**config.mk**
```make
export PLATFORM = sky130hd
export DESIGN_NAME = multi_issue_dispatcher_flat
export DESIGN_NICKNAME = d
export VERILOG_FILES = /design/src/rtl/multi_issue_dispatcher_pkg.sv /design/src/rtl/multi_issue_dispatcher_if.sv /design/src/rtl/multi_issue_dispatcher_id_tracker_fifo.sv /design/src/rtl/multi_issue_dispatcher.sv /design/src/flat_wrapper.sv
export SDC_FILE = /design/constraint.sdc
export NUM_CORES = 1
export LEC_CHECK = 0
export BUFFER_PORTS_ARGS = -buffer_cell sky130_fd_sc_hd__clkbuf_2
export CAP_MARGIN = 10
export CORE_ASPECT_RATIO = 1.75
export CORE_MARGIN = 5
export CORE_UTILIZATION = 49
export CTS_CLUSTER_DIAMETER = 30
export DETAILED_ROUTE_END_ITERATION = 7
export GPL_ROUTABILITY_DRIVEN = 0
export PLACE_DENSITY_LB_ADDON = 0.1
export SLEW_MARGIN = 10
export SYNTH_ARGS = -nofsm -noshare
export SYNTH_HDL_FRONTEND = slang
export SYNTH_HIERARCHICAL = 1
export SYNTH_SLANG_ARGS = --single-unit
```
**constraint.sdc**
```tcl
create_clock -name clock -period 6.5 [get_ports clock]
set_input_delay 0.65 -clock clock [delete_from_list [all_inputs] [get_ports clock]]
set_output_delay 0.65 -clock clock [all_outputs]
set_load 0.1 [all_outputs]
```
**src/rtl/multi_issue_dispatcher_pkg.sv**
```systemverilog
// rtl/multi_issue_dispatcher_pkg.sv - shared state type and width helpers for the dispatcher
package md_pkg;

  typedef enum logic [1:0] {
    RUN   = 2'd0,
    FLUSH = 2'd1,
    HALT  = 2'd2
  } state_t;

  // Never returns 0 so degenerate parameters still yield legal vectors.
  function automatic int clog2_min1(input int value);
    return (value > 1) ? $clog2(value) : 1;
  endfunction

  function automatic int qid_w(input int number_of_queues);
    return clog2_min1(number_of_queues);
  endfunction

  function automatic int cnt_w(input int max_outstanding);
    return clog2_min1(max_outstanding + 1);
  endfunction

endpackage

```
**src/rtl/multi_issue_dispatcher_if.sv**
```systemverilog
// rtl/multi_issue_dispatcher_if.sv - selector/drain-side handshake bundle of the dispatcher
interface multi_issue_dispatcher_if #(
  parameter int NUMBER_OF_QUEUES = 4
);
  localparam int QID_W = md_pkg::qid_w(NUMBER_OF_QUEUES);

  logic                        sel_valid;
  logic [QID_W-1:0]            sel_id;
  logic [NUMBER_OF_QUEUES-1:0] empty;
  logic                        consumed;
  logic                        issue;
  logic [QID_W-1:0]            issue_id;
  logic                        retire_valid;
  logic [NUMBER_OF_QUEUES-1:0] retire_mask;

  modport master (
    output sel_valid, sel_id, empty, consumed,
    input  issue, issue_id, retire_valid, retire_mask
  );

  modport slave (
    input  sel_valid, sel_id, empty, consumed,
    output issue, issue_id, retire_valid, retire_mask
  );
endinterface

```
**src/rtl/multi_issue_dispatcher_id_tracker_fifo.sv**
```systemverilog
// rtl/multi_issue_dispatcher_id_tracker_fifo.sv - circular FIFO of in-flight queue IDs in issue order
module id_tracker_fifo
  import md_pkg::*;
#(
  parameter int DEPTH = 4,
  parameter int WIDTH = 2
) (
  input  logic                              clock,
  input  logic                              reset,
  input  logic                              flush,
  input  logic                              push,
  input  logic [WIDTH-1:0]                  push_data,
  input  logic                              pop,
  output logic [WIDTH-1:0]                  pop_data,
  output logic [clog2_min1(DEPTH+1)-1:0]    count,
  output logic                              empty
);
  localparam int PTR_W = clog2_min1(DEPTH);
  localparam int CNT_W = clog2_min1(DEPTH + 1);
  localparam logic [PTR_W-1:0] LAST     = PTR_W'(DEPTH - 1);
  localparam logic [CNT_W-1:0] FULL_CNT = CNT_W'(DEPTH);

  logic [WIDTH-1:0] mem [DEPTH];
  logic [PTR_W-1:0] wr_ptr;
  logic [PTR_W-1:0] rd_ptr;
  logic             full;
  logic             push_ok;
  logic             pop_ok;

  // Explicit wrap keeps non-power-of-two depths correct.
  function automatic logic [PTR_W-1:0] next_ptr(input logic [PTR_W-1:0] ptr);
    return (ptr == LAST) ? '0 : ptr + PTR_W'(1);
  endfunction

  assign empty    = (count == '0);
  assign full     = (count == FULL_CNT);
  assign pop_ok   = pop & ~empty;
  assign push_ok  = push & (~full | pop_ok);
  assign pop_data = mem[rd_ptr];

  always_ff @(posedge clock) begin
    if (reset || flush) begin
      wr_ptr <= '0;
      rd_ptr <= '0;
      count  <= '0;
    end else begin
      if (push_ok) wr_ptr <= next_ptr(wr_ptr);
      if (pop_ok)  rd_ptr <= next_ptr(rd_ptr);
      case ({push_ok, pop_ok})
        2'b10:   count <= count + CNT_W'(1);
        2'b01:   count <= count - CNT_W'(1);
        default: count <= count;
      endcase
    end
  end

  always_ff @(posedge clock) begin
    if (push_ok) mem[wr_ptr] <= push_data;
  end

endmodule

```
**src/rtl/multi_issue_dispatcher.sv**
```systemverilog
// rtl/multi_issue_dispatcher.sv - multi-outstanding grant dispatcher with per-queue limits, watchdog and flush
module multi_issue_dispatcher
  import md_pkg::*;
#(
  parameter int NUMBER_OF_QUEUES = 4,
  parameter int REGISTER_SIZE    = 32,
  parameter int MAX_OUTSTANDING  = 4,
  parameter int PER_QUEUE_LIMIT  = 2,
  parameter int TIMEOUT_CYCLES   = 1024,
  parameter int TIMEOUT_HALT     = 1
) (
  input  logic                               clock,
  input  logic                               reset,
  multi_issue_dispatcher_if.slave            bus,
  input  logic [REGISTER_SIZE-1:0]           epoch,
  input  logic                               err_clear,
  output logic [cnt_w(MAX_OUTSTANDING)-1:0]  outstanding,
  output logic                               timeout,
  output logic                               underflow,
  output logic                               halted
);
  localparam int QID_W = qid_w(NUMBER_OF_QUEUES);
  localparam int CNT_W = cnt_w(MAX_OUTSTANDING);
  localparam int WD_W  = clog2_min1(TIMEOUT_CYCLES + 1);
  localparam logic [CNT_W-1:0] MAX_CNT = CNT_W'(MAX_OUTSTANDING);
  localparam logic [CNT_W-1:0] PQ_CNT  = CNT_W'(PER_QUEUE_LIMIT);
  localparam logic [WD_W-1:0]  WD_LAST = WD_W'(TIMEOUT_CYCLES - 1);

  state_t                      state;
  state_t                      state_next;
  logic                        consumed_ff;
  logic [REGISTER_SIZE-1:0]    epoch_ff;
  logic [CNT_W-1:0]            qcnt [NUMBER_OF_QUEUES];
  logic [WD_W-1:0]             wd_cnt;
  logic                        ret;
  logic                        flush_req;
  logic                        wd_hit;
  logic                        can_issue;
  logic                        do_pop;
  logic                        under_set;
  logic                        to_set;
  logic                        fifo_flush;
  logic                        epoch_load;
  logic                        wd_run;
  logic                        fifo_empty;
  logic [QID_W-1:0]            head_id;
  logic [NUMBER_OF_QUEUES-1:0] issue_mask;
  logic [NUMBER_OF_QUEUES-1:0] pop_mask;

  assign ret        = bus.consumed & ~consumed_ff;
  assign flush_req  = (epoch != epoch_ff);
  assign wd_hit     = (TIMEOUT_CYCLES != 0) && (outstanding != '0) && !ret && (wd_cnt == WD_LAST);
  assign halted     = (state == HALT);
  assign issue_mask = can_issue ? (NUMBER_OF_QUEUES'(1) << bus.sel_id) : '0;
  assign pop_mask   = do_pop ? (NUMBER_OF_QUEUES'(1) << head_id) : '0;

  id_tracker_fifo #(
    .DEPTH (MAX_OUTSTANDING),
    .WIDTH (QID_W)
  ) tracker (
    .clock     (clock),
    .reset     (reset),
    .flush     (fifo_flush),
    .push      (can_issue),
    .push_data (bus.sel_id),
    .pop       (do_pop),
    .pop_data  (head_id),
    .count     (outstanding),
    .empty     (fifo_empty)
  );

  always_ff @(posedge clock) begin
    if (reset) state <= RUN;
    else       state <= state_next;
  end

  // Issue uses the pre-edge counts, so a same-cycle retire cannot open extra room.
  always_comb begin
    state_next = state;
    can_issue  = 1'b0;
    do_pop     = 1'b0;
    under_set  = 1'b0;
    to_set     = 1'b0;
    fifo_flush = 1'b0;
    epoch_load = 1'b0;
    wd_run     = 1'b0;
    case (state)
      RUN: begin
        can_issue = bus.sel_valid && !bus.empty[bus.sel_id] && (outstanding < MAX_CNT)
                    && (qcnt[bus.sel_id] < PQ_CNT) && !flush_req;
        do_pop    = ret & ~fifo_empty;
        under_set = ret & fifo_empty;
        wd_run    = 1'b1;
        if (flush_req) begin
          state_next = FLUSH;
        end else if (wd_hit) begin
          to_set = 1'b1;
          if (TIMEOUT_HALT != 0) state_next = HALT;
        end
      end
      FLUSH: begin
        fifo_flush = 1'b1;
        epoch_load = 1'b1;
        state_next = RUN;
      end
      HALT: begin
        do_pop    = ret & ~fifo_empty;
        under_set = ret & fifo_empty;
        if (err_clear) state_next = FLUSH;
      end
      default: state_next = RUN;
    endcase
  end

  always_ff @(posedge clock) begin
    if (reset || !wd_run || ret || (outstanding == '0) || wd_hit) wd_cnt <= '0;
    else                                                           wd_cnt <= wd_cnt + WD_W'(1);
  end

  always_ff @(posedge clock) begin
    if (reset) begin
      consumed_ff      <= 1'b1;
      epoch_ff         <= '0;
      bus.issue        <= 1'b0;
      bus.issue_id     <= '0;
      bus.retire_valid <= 1'b0;
      bus.retire_mask  <= '0;
      timeout          <= 1'b0;
      underflow        <= 1'b0;
      for (int q = 0; q < NUMBER_OF_QUEUES; q++) qcnt[q] <= '0;
    end else begin
      consumed_ff      <= bus.consumed;
      if (epoch_load) epoch_ff <= epoch;
      bus.issue        <= can_issue;
      if (can_issue) bus.issue_id <= bus.sel_id;
      bus.retire_valid <= do_pop;
      bus.retire_mask  <= pop_mask;
      if (to_set)         timeout <= 1'b1;
      else if (err_clear) timeout <= 1'b0;
      if (under_set)      underflow <= 1'b1;
      else if (err_clear) underflow <= 1'b0;
      for (int q = 0; q < NUMBER_OF_QUEUES; q++) begin
        if (fifo_flush)                       qcnt[q] <= '0;
        else if (issue_mask[q] && !pop_mask[q]) qcnt[q] <= qcnt[q] + CNT_W'(1);
        else if (pop_mask[q] && !issue_mask[q]) qcnt[q] <= qcnt[q] - CNT_W'(1);
      end
    end
  end

endmodule

```
**src/flat_wrapper.sv**
```systemverilog
// flat-port wrapper written by rule: the top's interface ports become plain ports
module multi_issue_dispatcher_flat import md_pkg::*;
#(
  parameter int NUMBER_OF_QUEUES = 4,
  parameter int REGISTER_SIZE    = 32,
  parameter int MAX_OUTSTANDING  = 4,
  parameter int PER_QUEUE_LIMIT  = 2,
  parameter int TIMEOUT_CYCLES   = 1024,
  parameter int TIMEOUT_HALT     = 1
)
  (clock, reset, epoch, err_clear, outstanding, timeout, underflow, halted, bus_sel_valid, bus_sel_id, bus_empty, bus_consumed, bus_issue, bus_issue_id, bus_retire_valid, bus_retire_mask);
  multi_issue_dispatcher_if #(.NUMBER_OF_QUEUES(NUMBER_OF_QUEUES)) bus_i ();
  input  logic clock;
  input  logic reset;
  input  logic [REGISTER_SIZE-1:0] epoch;
  input  logic err_clear;
  output logic [cnt_w(MAX_OUTSTANDING)-1:0] outstanding;
  output logic timeout;
  output logic underflow;
  output logic halted;
  input wire logic [$bits(bus_i.sel_valid)-1:0] bus_sel_valid;
  input wire logic [$bits(bus_i.sel_id)-1:0] bus_sel_id;
  input wire logic [$bits(bus_i.empty)-1:0] bus_empty;
  input wire logic [$bits(bus_i.consumed)-1:0] bus_consumed;
  output wire logic [$bits(bus_i.issue)-1:0] bus_issue;
  output wire logic [$bits(bus_i.issue_id)-1:0] bus_issue_id;
  output wire logic [$bits(bus_i.retire_valid)-1:0] bus_retire_valid;
  output wire logic [$bits(bus_i.retire_mask)-1:0] bus_retire_mask;
  assign bus_i.sel_valid = bus_sel_valid;
  assign bus_i.sel_id = bus_sel_id;
  assign bus_i.empty = bus_empty;
  assign bus_i.consumed = bus_consumed;
  assign bus_issue = bus_i.issue;
  assign bus_issue_id = bus_i.issue_id;
  assign bus_retire_valid = bus_i.retire_valid;
  assign bus_retire_mask = bus_i.retire_mask;
  multi_issue_dispatcher #(.NUMBER_OF_QUEUES(NUMBER_OF_QUEUES), .REGISTER_SIZE(REGISTER_SIZE), .MAX_OUTSTANDING(MAX_OUTSTANDING), .PER_QUEUE_LIMIT(PER_QUEUE_LIMIT), .TIMEOUT_CYCLES(TIMEOUT_CYCLES), .TIMEOUT_HALT(TIMEOUT_HALT)) u_core (.clock(clock), .reset(reset), .bus(bus_i), .epoch(epoch), .err_clear(err_clear), .outstanding(outstanding), .timeout(timeout), .underflow(underflow), .halted(halted));
endmodule
```
Word level (Yosys, flattened, before mapping)
Memory sizes are Yosys's and may differ from the RTL's. A register that Yosys moved wholly into a read port is not among the register bits.
Cells that the tools add are included.
{"block": "word_totals", "regBits": 63, "mem_bits_rw": 20, "wordCells": 183, "n_memories": 2}
{"block": "op_classes", "eq_ne": 11, "shifts": 2, "n_reduce_logical": 39, "order_cmp": 3, "n_addsub": 13, "bitwise_logic": 21, "n_mux": 79}
{"memory": "u_core.qcnt", "words": 4, "width": 3, "read_ports": 5, "rd_clocked_by_memory_dff": 0, "write_ports": 4, "line_no": "multi_issue_dispatcher.sv:33", "text": "logic [CNT_W-1:0] qcnt [NUMBER_OF_QUEUES];"}
{"memory": "u_core.tracker.mem", "words": 4, "width": 2, "read_ports": 1, "rd_clocked_by_memory_dff": 1, "write_ports": 1, "line_no": "multi_issue_dispatcher_id_tracker_fifo.sv:23", "text": "logic [WIDTH-1:0] mem [DEPTH];"}
{"operator": "$mux W1", "count": 55}
{"operator": "$mux W3", "count": 12}
{"operator": "$ne A32 B32 Y1", "count": 1}
{"operator": "$add A3 B1 Y3 const B", "count": 5}
{"operator": "$sub A3 B1 Y3 const B", "count": 5}
{"operator": "$logic_and A1 B1 Y1", "count": 14}
{"operator": "$mux W2", "count": 7}
{"operator": "$or A1 B1 Y1", "count": 13}
{"operator": "$logic_not A1 Y1", "count": 12}
{"operator": "$add A11 B1 Y11 const B", "count": 1}
{"operator": "$eq A11 B10 Y1 const B", "count": 1}
{"operator": "$eq A2 B2 Y1 const B", "count": 4}
{"operator": "$mux W4", "count": 2}
{"operator": "$shl A1 B2 Y4 const A", "count": 2}
{"operator": "$pmux W3 S2", "count": 1}
{"operator": "$reduce_bool A2 Y1", "count": 3}
{"operator": "$and A1 B1 Y1", "count": 5}
{"operator": "$logic_or A1 B1 Y1", "count": 5}
{"operator": "$add A2 B1 Y2 const B", "count": 2}
{"operator": "$eq A2 B1 Y1 const B", "count": 2}
{"operator": "$pmux W2 S2", "count": 1}
{"operator": "$eq A3 B3 Y1 const B", "count": 1}
{"operator": "$logic_not A3 Y1", "count": 1}
{"operator": "$lt A2 B3 Y1 const B", "count": 1}
{"operator": "10 further kinds", "count": 12}

Longest topological paths before layout
Gate-level depths: netlist of run 1.
{"block": "logic_depth", "ltp_word": 17, "depth_mapped": 11, "ltp_nobuf": 10}

Hierarchy
The synthesis of run 1 kept the hierarchy.
{"mod": "multi_issue_dispatcher", "cells_per_inst": 369, "instances": 1, "area_per_inst_um2": 3251.9}
{"mod": "id_tracker_fifo", "cells_per_inst": 67, "instances": 1, "area_per_inst_um2": 835.8}

Worst setup path after synthesis of run 1
OpenSTA, ideal clock, no wires.
{"block": "synth_timing", "kind": "register -> register", "start": "register u_core.tracker.count[0]", "end": "register u_core.tracker.count[1]", "t_required_ps": 6405, "period_less_slack_ps": 3447, "slack_ps": 3053, "arrival_time_ps": 3352, "stages_incl_launch_ff": 10, "n_path_buf": 0, "path_cell_list": "dfxtp_1 > nor3_1 > or3_1 > inv_1 > o31ai_4 > or2_2 > fa_1 > nor2_1 > o211ai_1 > a221oi_1"}
{"block": "synth_via", "elab_chain_cells": 9}
{"element": "start, declared", "line_no": "multi_issue_dispatcher_id_tracker_fifo.sv:15", "text": "output logic [clog2_min1(DEPTH+1)-1:0] count,"}
{"element": "start signal, assigned", "line_no": "multi_issue_dispatcher_id_tracker_fifo.sv:50", "text": "2'b10: count <= count + CNT_W'(1);"}
{"element": "start signal, assigned", "line_no": "multi_issue_dispatcher_id_tracker_fifo.sv:51", "text": "2'b01: count <= count - CNT_W'(1);"}
{"element": "start signal, assigned", "line_no": "multi_issue_dispatcher_id_tracker_fifo.sv:52", "text": "default: count <= count;"}
{"element": "$logic_not A3 Y1 *", "line_no": "multi_issue_dispatcher_id_tracker_fifo.sv:35", "text": "assign empty = (count == '0);"}
{"element": "net u_core.fifo_empty", "line_no": "multi_issue_dispatcher.sv:45", "text": "logic fifo_empty;"}
{"element": "$not A1 Y1 *", "line_no": "multi_issue_dispatcher.sv:91, multi_issue_dispatcher.sv:107"}
{"element": "$and A1 B1 Y1 *", "line_no": "multi_issue_dispatcher.sv:91, multi_issue_dispatcher.sv:107"}
{"element": "$mux W1 *"}
{"element": "net u_core.do_pop", "line_no": "multi_issue_dispatcher.sv:39", "text": "logic do_pop;"}
{"element": "$and A1 B1 Y1 *", "line_no": "multi_issue_dispatcher_id_tracker_fifo.sv:37", "text": "assign pop_ok = pop & ~empty;"}
{"element": "$or A1 B1 Y1", "line_no": "multi_issue_dispatcher_id_tracker_fifo.sv:38", "text": "assign push_ok = push & (~full | pop_ok);"}
{"element": "$and A1 B1 Y1", "line_no": "multi_issue_dispatcher_id_tracker_fifo.sv:38"}
{"element": "$eq A2 B1 Y1 / $eq A2 B2 Y1 (equally long branches)", "line_no": "multi_issue_dispatcher_id_tracker_fifo.sv:49", "text": "case ({push_ok, pop_ok})"}
{"element": "$pmux W3 S2 / $reduce_bool A2 Y1 (equally long branches)"}
Mark *: on every way through the listed nets, which the timed path passes. The rest lies on a longest branch.
A chain may end at the register's enable or synchronous reset.

Worst setup path in the final report of run 1
{"block": "layout_timing", "start": "input port bus_sel_id[0]", "end": "register u_core.tracker.count[1]"}
{"block": "layout_via", "elab_chain_cells": 11}
{"element": "start, declared", "line_no": "flat_wrapper.sv:22", "text": "input wire logic [$bits(bus_i.sel_id)-1:0] bus_sel_id;"}
{"element": "parallel branches: the longest is 5 deep, another holds $mem_v2 Z4 W3"}
{"element": "$logic_and A1 B1 Y1 * (2 in a row)", "line_no": "multi_issue_dispatcher.sv:90", "text": "&& (qcnt[bus.sel_id] < PQ_CNT) && !flush_req;"}
{"element": "$mux W1 *", "line_no": "multi_issue_dispatcher.sv:87", "text": "case (state)"}
{"element": "net u_core.can_issue", "line_no": "multi_issue_dispatcher.sv:38", "text": "logic can_issue;"}
{"element": "$and A1 B1 Y1 *", "line_no": "multi_issue_dispatcher_id_tracker_fifo.sv:38"}
{"element": "$eq A2 B1 Y1 / $eq A2 B2 Y1 (equally long branches)", "line_no": "multi_issue_dispatcher_id_tracker_fifo.sv:49"}
{"element": "$pmux W3 S2 / $reduce_bool A2 Y1 (equally long branches)"}
Mark *: on every way through the listed nets, which the timed path passes. The select of a mux whose other input is x is not followed.

==> results.py, run 1 <==
metrics = {
    "worst_setup_path": {
        "worst_r2r_path_depth": 9,
        "cp_max_fo": 19,
        "reg2reg_from": "u_core/tracker/count[0]",
        "reg2reg_slack_ns": 3.52,
        "start_kind": "primary input",
        "worstPathArrival_ns": 3.40,
        "regToRegEndpoint": "u_core/tracker/count[1]",
        "crit_required_ns": 6.74,
        "crit_type": "primary input to flip-flop",
        "end_kind": "flip-flop",
    },
    "cts": {
        "cts_resized": 0,
        "clk_pin_slew_ns": 0.06,
        "hold_buffers": 0,
        "h-tree-depth": 3,
        "postCtsSetupRepairBufs": 0,
        "cts_made_buffers": 9,
        "insertion_delay_ns": 0.33,
        "cts_root_buf": "clkbuf_16",
        "cts_tree": "built",
        "clockBufferDepth": 2,
        "cts_num_sinks": 85,
    },
    "power": {
        "cellLeakagePower_nw": 1.833,
        "ir_worst_vdd_uv": 194.5,
        "powerDensity_mw_per_mm2": 236.7,
    },
    "floorplan": {
        "initial_utilization_pct": 49.83,
        "die_area_mm2": 0.01034,
        "core_area_mm2": 0.008203,
        "row_count": 44,
        "die_height_um": 130.8,
        "io_pins": 57,
        "die_w_um": 79.05,
    },
    "logic_synthesis": {
        "synthDistinctLibCells": 47,
        "synth.yosys.seq_area_share_pct": 46.53,
        "synth_top_area_share_pct": 31.83,
        "synthArstFlopShare_pct": 0,
        "synth-simple-area-share_pct": 21.27,
        "synth-xor-area-share_pct": 10.28,
        "muxShareOfSynthArea_pct": 5.265,
        "synth_area_per_cell_um2": 9.375,
        "synth.area.top_cells": "dfxtp_1 32%, edfxtp_1 15%, xnor2_1 7.5%, nand2_1 6.7%, a21oi_1 5.0%",
        "syn_nets": 494,
        "synth_top_family_by_area": "simple AND/OR/NAND/NOR gates",
        "synth_edf_count": 20,
        "ys_warn_count": 6,
        "synth-adder-area-share_pct": 4.775,
        "synthesis.instances": 436,
        "synth_seq_cells": 85,
        "post-synth-top-area-cell": "dfxtp_1",
        "synth_ff_type": "dfxtp_1",
        "synth-compound-area-share_pct": 8.632,
        "netlist_area_mm2": 0.004088,
    },
    "timing": {
        "holdWs_ns": 0.4617,
        "setup_viol": 0,
        "rsz0062_at_grt": "no",
        "setup_tns_ns": 0,
        "tightest_slew_ns": 1.035,
        "hold_violations": 0,
        "period_minus_slack_ns": 3.162,
        "slew_headroom_pct": 30.93,
        "finalCritPeriodShare_pct": 48.65,
        "fmax_mhz": 316.2,
        "clock_skew_ns": 0.005497,
        "maxSlewViolCount": 0,
    },
    "hold_path": {
        "holdPathStages": 1,
        "hp-start": "u_core/wd_cnt[0]",
        "min_to": "u_core/wd_cnt[0]",
        "hold_class": "flip-flop to flip-flop",
    },
    "routing": {
        "viasPerCell": 5.359,
        "dr.pass1.iters": 4,
        "vias": 3135,
        "wirelength_um": 8542,
        "antenna_left": 0,
        "drc": 0,
        "avgRoutedWirePerCell_um": 14.60,
        "drtIter0Drc": 139,
    },
    "final_layout": {
        "fin_area_mm2": 0.004691,
        "syn2layout_area_growth_pct": 14.75,
        "layout-drive-gt1-share_pct": 16.84,
        "n_antenna_cell": 0,
        "fin_util_pct": 57.18,
        "nets": 546,
    },
    "global_routing": {
        "antenna_found_initial": 0,
        "grt_pass1_wl_um": 14230,
        "grt_max_degree": 46,
        "grt_usage_pct": 17.81,
        "overflow": 0,
        "grt_pass1_vias": 3088,
    },
    "placement": {
        "portBuffers": 56,
        "place_area_mm2": 0.004429,
        "dpl.hpwl_um": 6386,
    },
    "run_status": {
        "status": "completed",
    },
    "run": {
        "maxCapViolCount": 0,
    },
}
==> cells in the final DEF (no fill, tap or decap), types with 8 or more instances in the layout <==
cell	synthesis	final
a21oi_1	41	41
xor2_1	13	13
nand3_1	10	10
xnor2_1	35	35
dfxtp_1	65	65
clkbuf_2	0	56
ha_1	14	14
inv_1	19	19
edfxtp_1	20	20
nand4_1	9	9
clkbuf_16	0	9
and3_1	8	8
mux2i_1	17	17
nand2_1	73	73
nor2_1	30	30
==> how the worst max path moves through the flow <==
stage / startpoint / to / slack, ns / cells past startpoint
after floorplan: u_core/tracker/count[0] / u_core/tracker/count[1] / 3.05 / 9
after global placement: bus_sel_id[0] / u_core/tracker/count[1] / 3.15 / 11
after detailed placement: bus_sel_id[0] / u_core/tracker/count[1] / 3.03 / 11
after CTS: bus_sel_id[0] / u_core/tracker/count[1] / 3.39 / 11
after global routing: bus_sel_id[0] / u_core/tracker/count[1] / 3.07 / 11
final: bus_sel_id[0] / u_core/tracker/count[1] / 3.34 / 11
==> where the power goes <==
part	switching, mW	leakage [nW]	internal, mW
clock	0.192	0.123	0.258
sequential	0.0116	0.731	0.557
combinational	0.0514	0.980	0.0404
total	0.255	1.83	0.855
==> registers in the layout (all words and copies together) (netlist names), 3 cells and up, named ones only <==
name / cells
u_core/epoch_ff: 32
u_core/qcnt: 12
u_core/wd_cnt: 11
u_core/tracker/mem: 8
u_core/bus.retire_mask: 4
u_core/tracker/count: 3
==> layout make-up <==
| class | instances | area [µm²] |
|---|---|---|
| flip-flops and latches | 85 | 1902 |
| well taps | 92 | 115.1 |
| clock inverters | 4 | 25.02 |
| repair buffers | 57 | 287.8 |
| clock buffers | 12 | 236.5 |
| multi-input cells | 316 | 2053 |
| fillers | 768 | 3512 |
| inverters | 19 | 71.32 |
==> kinds of logic after synthesis <==
family | after synthesis
mux | 19
simple gates | 176
flops | 85
xor+xnor | 48
fa+ha+maj | 15
compound gates | 58
buf+inv | 35
==> worst max-delay path, cell delays in order <==
cell      delay, ns
clkbuf_2       0.26
nor4b_1        0.23
o311ai_0       0.48
inv_1          0.11
nand4_2        0.17
inv_1          0.19
or2_2          0.36
fa_1           0.46
nor2_1         0.13
o211ai_1       0.09
a221oi_1       0.27
==> cell usage after synthesis (8+ instances only) <==
master     n
nand3_1   10
nor2_1    30
inv_1     19
dfxtp_1   65
mux2i_1   17
ha_1      14
a21oi_1   41
nand4_1    9
edfxtp_1  20
and3_1     8
nand2_1   73
xnor2_1   35
clkbuf_1  12
xor2_1    13
==> routing by layer <==
metal | wire length, µm | global-route usage [%] | part of all wire, %
met4 | 115 | 7.287 | 1.3
met3 | 403 | 4.938 | 4.7
met5 | 0 | 0 | 0
met1 | 3359 | 19.58 | 39
met2 | 4664 | 32.03 | 55
==> through the flow <==
| step | total power, mW | cells | setup WS (ns) |
|---|---|---|---|
| floorplan | 0.6401 | 436 | 3.053 |
| global placement | 0.6710 | 569 | 3.146 |
| detailed placement | 0.6731 | 569 | 3.034 |
| CTS | 1.130 | 585 | 3.390 |
| global route | 1.166 | 585 | 3.068 |
| finish | 1.110 | 585 | 3.338 |
Note: power is estimated with default switching activity, not from simulation.
==> run 2: changes to the inputs <==
==> constraint.sdc (replaced) <==
create_clock -name clock -period 3.2 [get_ports clock]
set_input_delay 0.32 -clock clock [delete_from_list [all_inputs] [get_ports clock]]
set_output_delay 0.32 -clock clock [all_outputs]
set_load 0.1 [all_outputs]
==> run 2 against run 1 <==
Utilization increased by 1.6 points. Register-to-register slack got worse by 3.2 ns. Die area did not move. Routed wire length rose by 2.6%. Largest cell class unchanged. Largest power group is now clock.
==> results.py, run 2 (same netlist as run 1, synthesis figures left out) <==
metrics = {
    "run_status": {
        "status": "completed",
    },
    "floorplan": {
        "die_area_mm2": 0.01034,
        "initial_utilization_pct": 49.83,
        "row_count": 44,
        "core_area_mm2": 0.008203,
        "die_w_um": 79.05,
        "die_height_um": 130.8,
        "io_pins": 57,
    },
    "final_layout": {
        "multiInputGateArea_mm2": 0.002053,
        "seqCellArea_mm2": 0.001906,
        "mostFrequentLayoutCell": "nand2_1",
        "largest_register_ffs": 32,
        "nets": 553,
        "n_antenna_cell": 0,
        "fin_util_pct": 58.83,
        "layout-drive-gt1-share_pct": 19.00,
        "fin_area_mm2": 0.004826,
        "regMostFlops": "u_core/epoch_ff",
        "n_fill_cell": 734,
        "top_regs": "u_core/epoch_ff (32), u_core/qcnt (12), u_core/wd_cnt (11)",
        "syn2layout_area_growth_pct": 18.06,
        "layout_common_cells": "73 x nand2_1, 62 x dfxtp_1, 56 x clkbuf_2",
    },
    "worst_setup_path": {
        "crit_required_ns": 3.44,
        "reg2reg_slack_ns": 0.36,
        "end_kind": "flip-flop",
        "regToRegEndpoint": "u_core/tracker/count[1]",
        "cp_max_fo": 9,
        "reg2reg_from": "u_core/tracker/count[0]",
        "crit_type": "flip-flop to flip-flop",
        "start_kind": "flip-flop",
        "worst_r2r_path_depth": 9,
        "worstPathArrival_ns": 3.08,
    },
    "timing": {
        "fmax_mhz": 351.5,
        "maxSlewViolCount": 0,
        "hold_violations": 0,
        "rsz0062_at_grt": "no",
        "clock_skew_ns": 0.005187,
        "finalCritPeriodShare_pct": 88.89,
        "tightest_slew_ns": 0.6376,
        "setup_viol": 0,
        "holdWs_ns": 0.1899,
        "period_minus_slack_ns": 2.845,
        "setup_tns_ns": 0,
        "slew_headroom_pct": 57.10,
    },
    "global_routing": {
        "antenna_found_initial": 0,
        "overflow": 0,
        "grt_max_degree": 34,
        "grt_pass1_vias": 3151,
        "grt_pass1_wl_um": 14370,
        "grt_usage_pct": 18.05,
    },
    "cts": {
        "cts_resized": 0,
        "cts_made_buffers": 9,
        "h-tree-depth": 3,
        "hold_buffers": 0,
        "clk_pin_slew_ns": 0.06,
        "insertion_delay_ns": 0.34,
        "cts_tree": "built",
        "clockBufferDepth": 2,
        "cts_root_buf": "clkbuf_16",
        "cts_num_sinks": 85,
        "postCtsSetupRepairBufs": 0,
    },
    "routing": {
        "viasPerCell": 5.328,
        "drtIter0Drc": 143,
        "antenna_left": 0,
        "dr.pass1.iters": 4,
        "wirelength_um": 8760,
        "vias": 3154,
        "drc": 0,
        "avgRoutedWirePerCell_um": 14.80,
    },
    "hold_path": {
        "hp-start": "bus_consumed",
        "min_to": "u_core/consumed_ff",
        "hold_class": "primary input to flip-flop",
        "holdPathStages": 2,
    },
    "placement": {
        "portBuffers": 56,
        "dpl.hpwl_um": 6591,
        "place_area_mm2": 0.004486,
    },
    "power": {
        "cellLeakagePower_nw": 1.910,
        "ir_worst_vdd_uv": 484.3,
        "total_power_mw": 2.526,
        "powerDensity_mw_per_mm2": 523.3,
    },
    "run": {
        "maxCapViolCount": 0,
    },
}
==> run 2: worst max path at each step <==
| stage | start | to | slack [ns] | cells after the start |
|---|---|---|---|---|
| after global routing | u_core/tracker/count[0] | u_core/tracker/count[1] | 0.25 | 9 |
| after detailed placement | bus_sel_id[0] | u_core/tracker/count[1] | 0.32 | 11 |
| after global placement | bus_sel_id[0] | u_core/tracker/count[1] | 0.42 | 11 |
| after floorplan | u_core/tracker/count[0] | u_core/tracker/count[1] | 0.20 | 9 |
| after CTS | u_core/tracker/count[0] | u_core/tracker/count[1] | 0.35 | 9 |
| final | u_core/tracker/count[0] | u_core/tracker/count[1] | 0.36 | 9 |
==> run 2: critical path, stage by stage (launching register included) <==
cell      delay [ns]
dfxtp_2         0.45
nor3_1          0.10
or3_1           0.44
inv_1           0.32
o31ai_4         0.18
or2_2           0.31
fa_1            0.46
nor2_1          0.11
o211ai_1        0.08
a221oi_1        0.30
==> run 2: cell type report <==
cell class	instances	share of cell area, %
Timing Repair Buffer	64	7.052
Clock inverter	6	2.307
Inverter	19	1.478
Sequential cell	85	39.49
Tap cell	92	2.385
Clock buffer	10	4.745
Multi-Input combinational cell	316	42.55
==> run 2: report_power, final <==
group / leakage (nW) / total [mW] / internal (mW) / switching (mW)
clock: 0.163 / 1.18 / 0.762 / 0.417
sequential: 0.732 / 1.15 / 1.13 / 0.0238
combinational: 1.01 / 0.192 / 0.0852 / 0.107
==> run 2: per-stage QoR <==
stage / std cells / setup WS, ns
finish: 592 / 0.3554
global route: 592 / 0.2459
CTS: 592 / 0.3538
detailed placement: 576 / 0.3241
global placement: 576 / 0.4201
floorplan: 436 / 0.1998
==> run 2: layer usage <==
| metal | share of wire (%) | global-route usage (%) | up-vias |
|---|---|---|---|
| li1 | - | - | 1604 |
| met1 | 39 | 18.37 | 1457 |
| met2 | 53 | 33.17 | 69 |
| met3 | 4.0 | 2.743 | 24 |
| met4 | 4.2 | 12.75 | 0 |
| met5 | 0 | 0 | - |
==> run 3: changes to the inputs <==
--- a/config.mk
+++ b/config.mk
@@ -9,7 +9,7 @@
 export CAP_MARGIN = 10
 export CORE_ASPECT_RATIO = 1.75
 export CORE_MARGIN = 5
-export CORE_UTILIZATION = 49
+export CORE_UTILIZATION = 30
 export CTS_CLUSTER_DIAMETER = 30
 export DETAILED_ROUTE_END_ITERATION = 7
 export GPL_ROUTABILITY_DRIVEN = 0
==> run 3 against run 2 <==
First-iteration DRC count shrank 36%. Utilization shrank 22 points. Worst setup slack gained 0.0082 ns. Critical endpoint unchanged. Highest routed layer unchanged.
==> results.py, run 3 (same netlist as run 1, synthesis figures left out) <==
metrics = {
    "cts": {
        "h-tree-depth": 3,
        "hold_buffers": 0,
        "insertion_delay_ns": 0.34,
        "cts_num_sinks": 85,
        "cts_root_buf": "clkbuf_16",
        "clk_pin_slew_ns": 0.06,
        "cts_made_buffers": 9,
        "clockBufferDepth": 2,
        "cts_resized": 0,
        "postCtsSetupRepairBufs": 0,
        "cts_tree": "built",
    },
    "global_routing": {
        "grt_pass1_vias": 3182,
        "antenna_found_initial": 0,
        "grt_pass1_wl_um": 15700,
        "grt_usage_pct": 12.26,
        "overflow": 0,
        "grt_max_degree": 39,
    },
    "final_layout": {
        "layout_common_cells": "73 x nand2_1, 62 x dfxtp_1, 56 x clkbuf_2",
        "stdcell_count": 677,
        "mostFrequentLayoutCell": "nand2_1",
        "top_regs": "u_core/epoch_ff (32), u_core/qcnt (12), u_core/wd_cnt (11)",
        "regMostFlops": "u_core/epoch_ff",
        "syn2layout_area_growth_pct": 20.39,
        "largest_register_ffs": 32,
        "layout-drive-gt1-share_pct": 19.48,
        "n_antenna_cell": 0,
        "nets": 556,
    },
    "run_status": {
        "status": "completed",
    },
    "routing": {
        "avgRoutedWirePerCell_um": 14.26,
        "antenna_left": 0,
        "drtIter0Drc": 92,
        "vias": 3194,
        "wirelength_um": 9656,
        "viasPerCell": 4.718,
        "drc": 0,
        "dr.pass1.iters": 4,
    },
    "placement": {
        "dp_cells": 661,
        "dpl.hpwl_um": 7281,
        "portBuffers": 56,
    },
    "timing": {
        "maxSlewViolCount": 0,
        "setup_tns_ns": 0,
        "setup_viol": 0,
        "hold_violations": 0,
        "slew_headroom_pct": 44.75,
        "period_minus_slack_ns": 2.836,
        "finalCritPeriodShare_pct": 88.64,
        "tightest_slew_ns": 0.8183,
        "clock_skew_ns": 0.009205,
        "fmax_mhz": 352.6,
        "rsz0062_at_grt": "no",
    },
    "worst_setup_path": {
        "slowest_stage": "dfxtp_2",
        "worst_r2r_path_depth": 9,
        "reg2reg_from": "u_core/tracker/count[0]",
        "start_kind": "flip-flop",
        "reg2reg_slack_ns": 0.36,
        "critical-path-max-stage-delay_ns": 0.45,
        "path_cells": "nor3_1, or3_1, inv_1, o31ai_4, or2_2, fa_1, nor2_1, o211ai_1, a221oi_1",
        "regToRegEndpoint": "u_core/tracker/count[1]",
        "worstPathArrival_ns": 3.07,
        "cp_max_fo": 9,
        "crit_required_ns": 3.43,
        "end_kind": "flip-flop",
        "crit_type": "flip-flop to flip-flop",
    },
    "hold_path": {
        "min_to": "u_core/consumed_ff",
        "hp-start": "bus_consumed",
        "holdPathStages": 2,
        "hold_class": "primary input to flip-flop",
    },
    "floorplan": {
        "row_count": 56,
        "initial_utilization_pct": 30.54,
        "core_area_mm2": 0.01338,
        "die_area_mm2": 0.01615,
        "die_height_um": 164.4,
        "io_pins": 57,
        "die_w_um": 98.24,
    },
    "power": {
        "ir_worst_vdd_uv": 239.6,
        "powerDensity_mw_per_mm2": 493.5,
        "cellLeakagePower_nw": 1.907,
    },
    "run": {
        "maxCapViolCount": 0,
    },
}
-- run 3: changes by cell type in the layout (fill, tap and decap cells not counted) --
cell        change
clkinvlp_4      +1
clkinv_4        -1
inv_4           +1
clkbuf_16       +1
bufinv_16       -2
buf_4           +3
-- run 3: through the flow --
step | hold WS, ns | setup slack, ns | instance area (µm²) | util, % | power (mW)
after CTS | 0.1754 | 0.3130 | 4921 | 36.77 | 2.473
final | 0.1875 | 0.3636 | 4921 | 36.77 | 2.429
after global routing | 0.1825 | 0.1092 | 4921 | 36.77 | 2.537
after detailed placement | 0.4545 | 0.2419 | 4611 | 34.45 | 1.379
after global placement | 0.4462 | 0.3028 | 4611 | 34.45 | 1.377
after floorplan | 0.4189 | 0.1998 | 4091 | - | 1.300
-- run 3: how the worst max path moves through the flow --
stage / from / end / slack [ns] / cells past startpoint
global route: u_core/tracker/count[0] / u_core/tracker/count[1] / 0.11 / 9
floorplan: u_core/tracker/count[0] / u_core/tracker/count[1] / 0.20 / 9
finish: u_core/tracker/count[0] / u_core/tracker/count[1] / 0.36 / 9
global placement: bus_sel_id[0] / u_core/tracker/count[1] / 0.30 / 11
CTS: u_core/qcnt[0][1] / u_core/tracker/count[1] / 0.31 / 10
detailed placement: bus_sel_id[0] / u_core/tracker/count[1] / 0.24 / 11
-- run 3: critical path, delay by kind of cell (launching register included) --
family                     cells  cell delay [ns]
adders and majority gates      1             0.45
and+or+nand+nor                4             0.96
DFF                            1             0.45
buffers and inverters          1             0.31
AOI/OAI and AO/OA              3             0.56
-- run 3: cell type report --
cell class / count / area, µm²
clock buffers: 11 / 254.0
clock inverters: 5 / 56.30
fillers: 1366 / 8462
inverters: 19 / 71.32
multi-input cells: 316 / 2053
flip-flops and latches: 85 / 1906
well taps: 174 / 217.7
repair buffers: 67 / 362.8
-- run 3: metal layers --
metal  vias up  wire (µm)  global-route usage [%]
li1       1612          -                       -
met1      1501       3889                   13.18
met2        63       5051                   22.15
met3        18        466                   3.593
met4         0        250                   5.407
met5         -          0                       0
-- run 3: where the power goes --
part	switching [mW]	total, mW	internal, mW
clock network	0.426	1.08	0.651
registers	0.0223	1.15	1.13
logic	0.112	0.198	0.0865
total	0.560	2.43	1.87
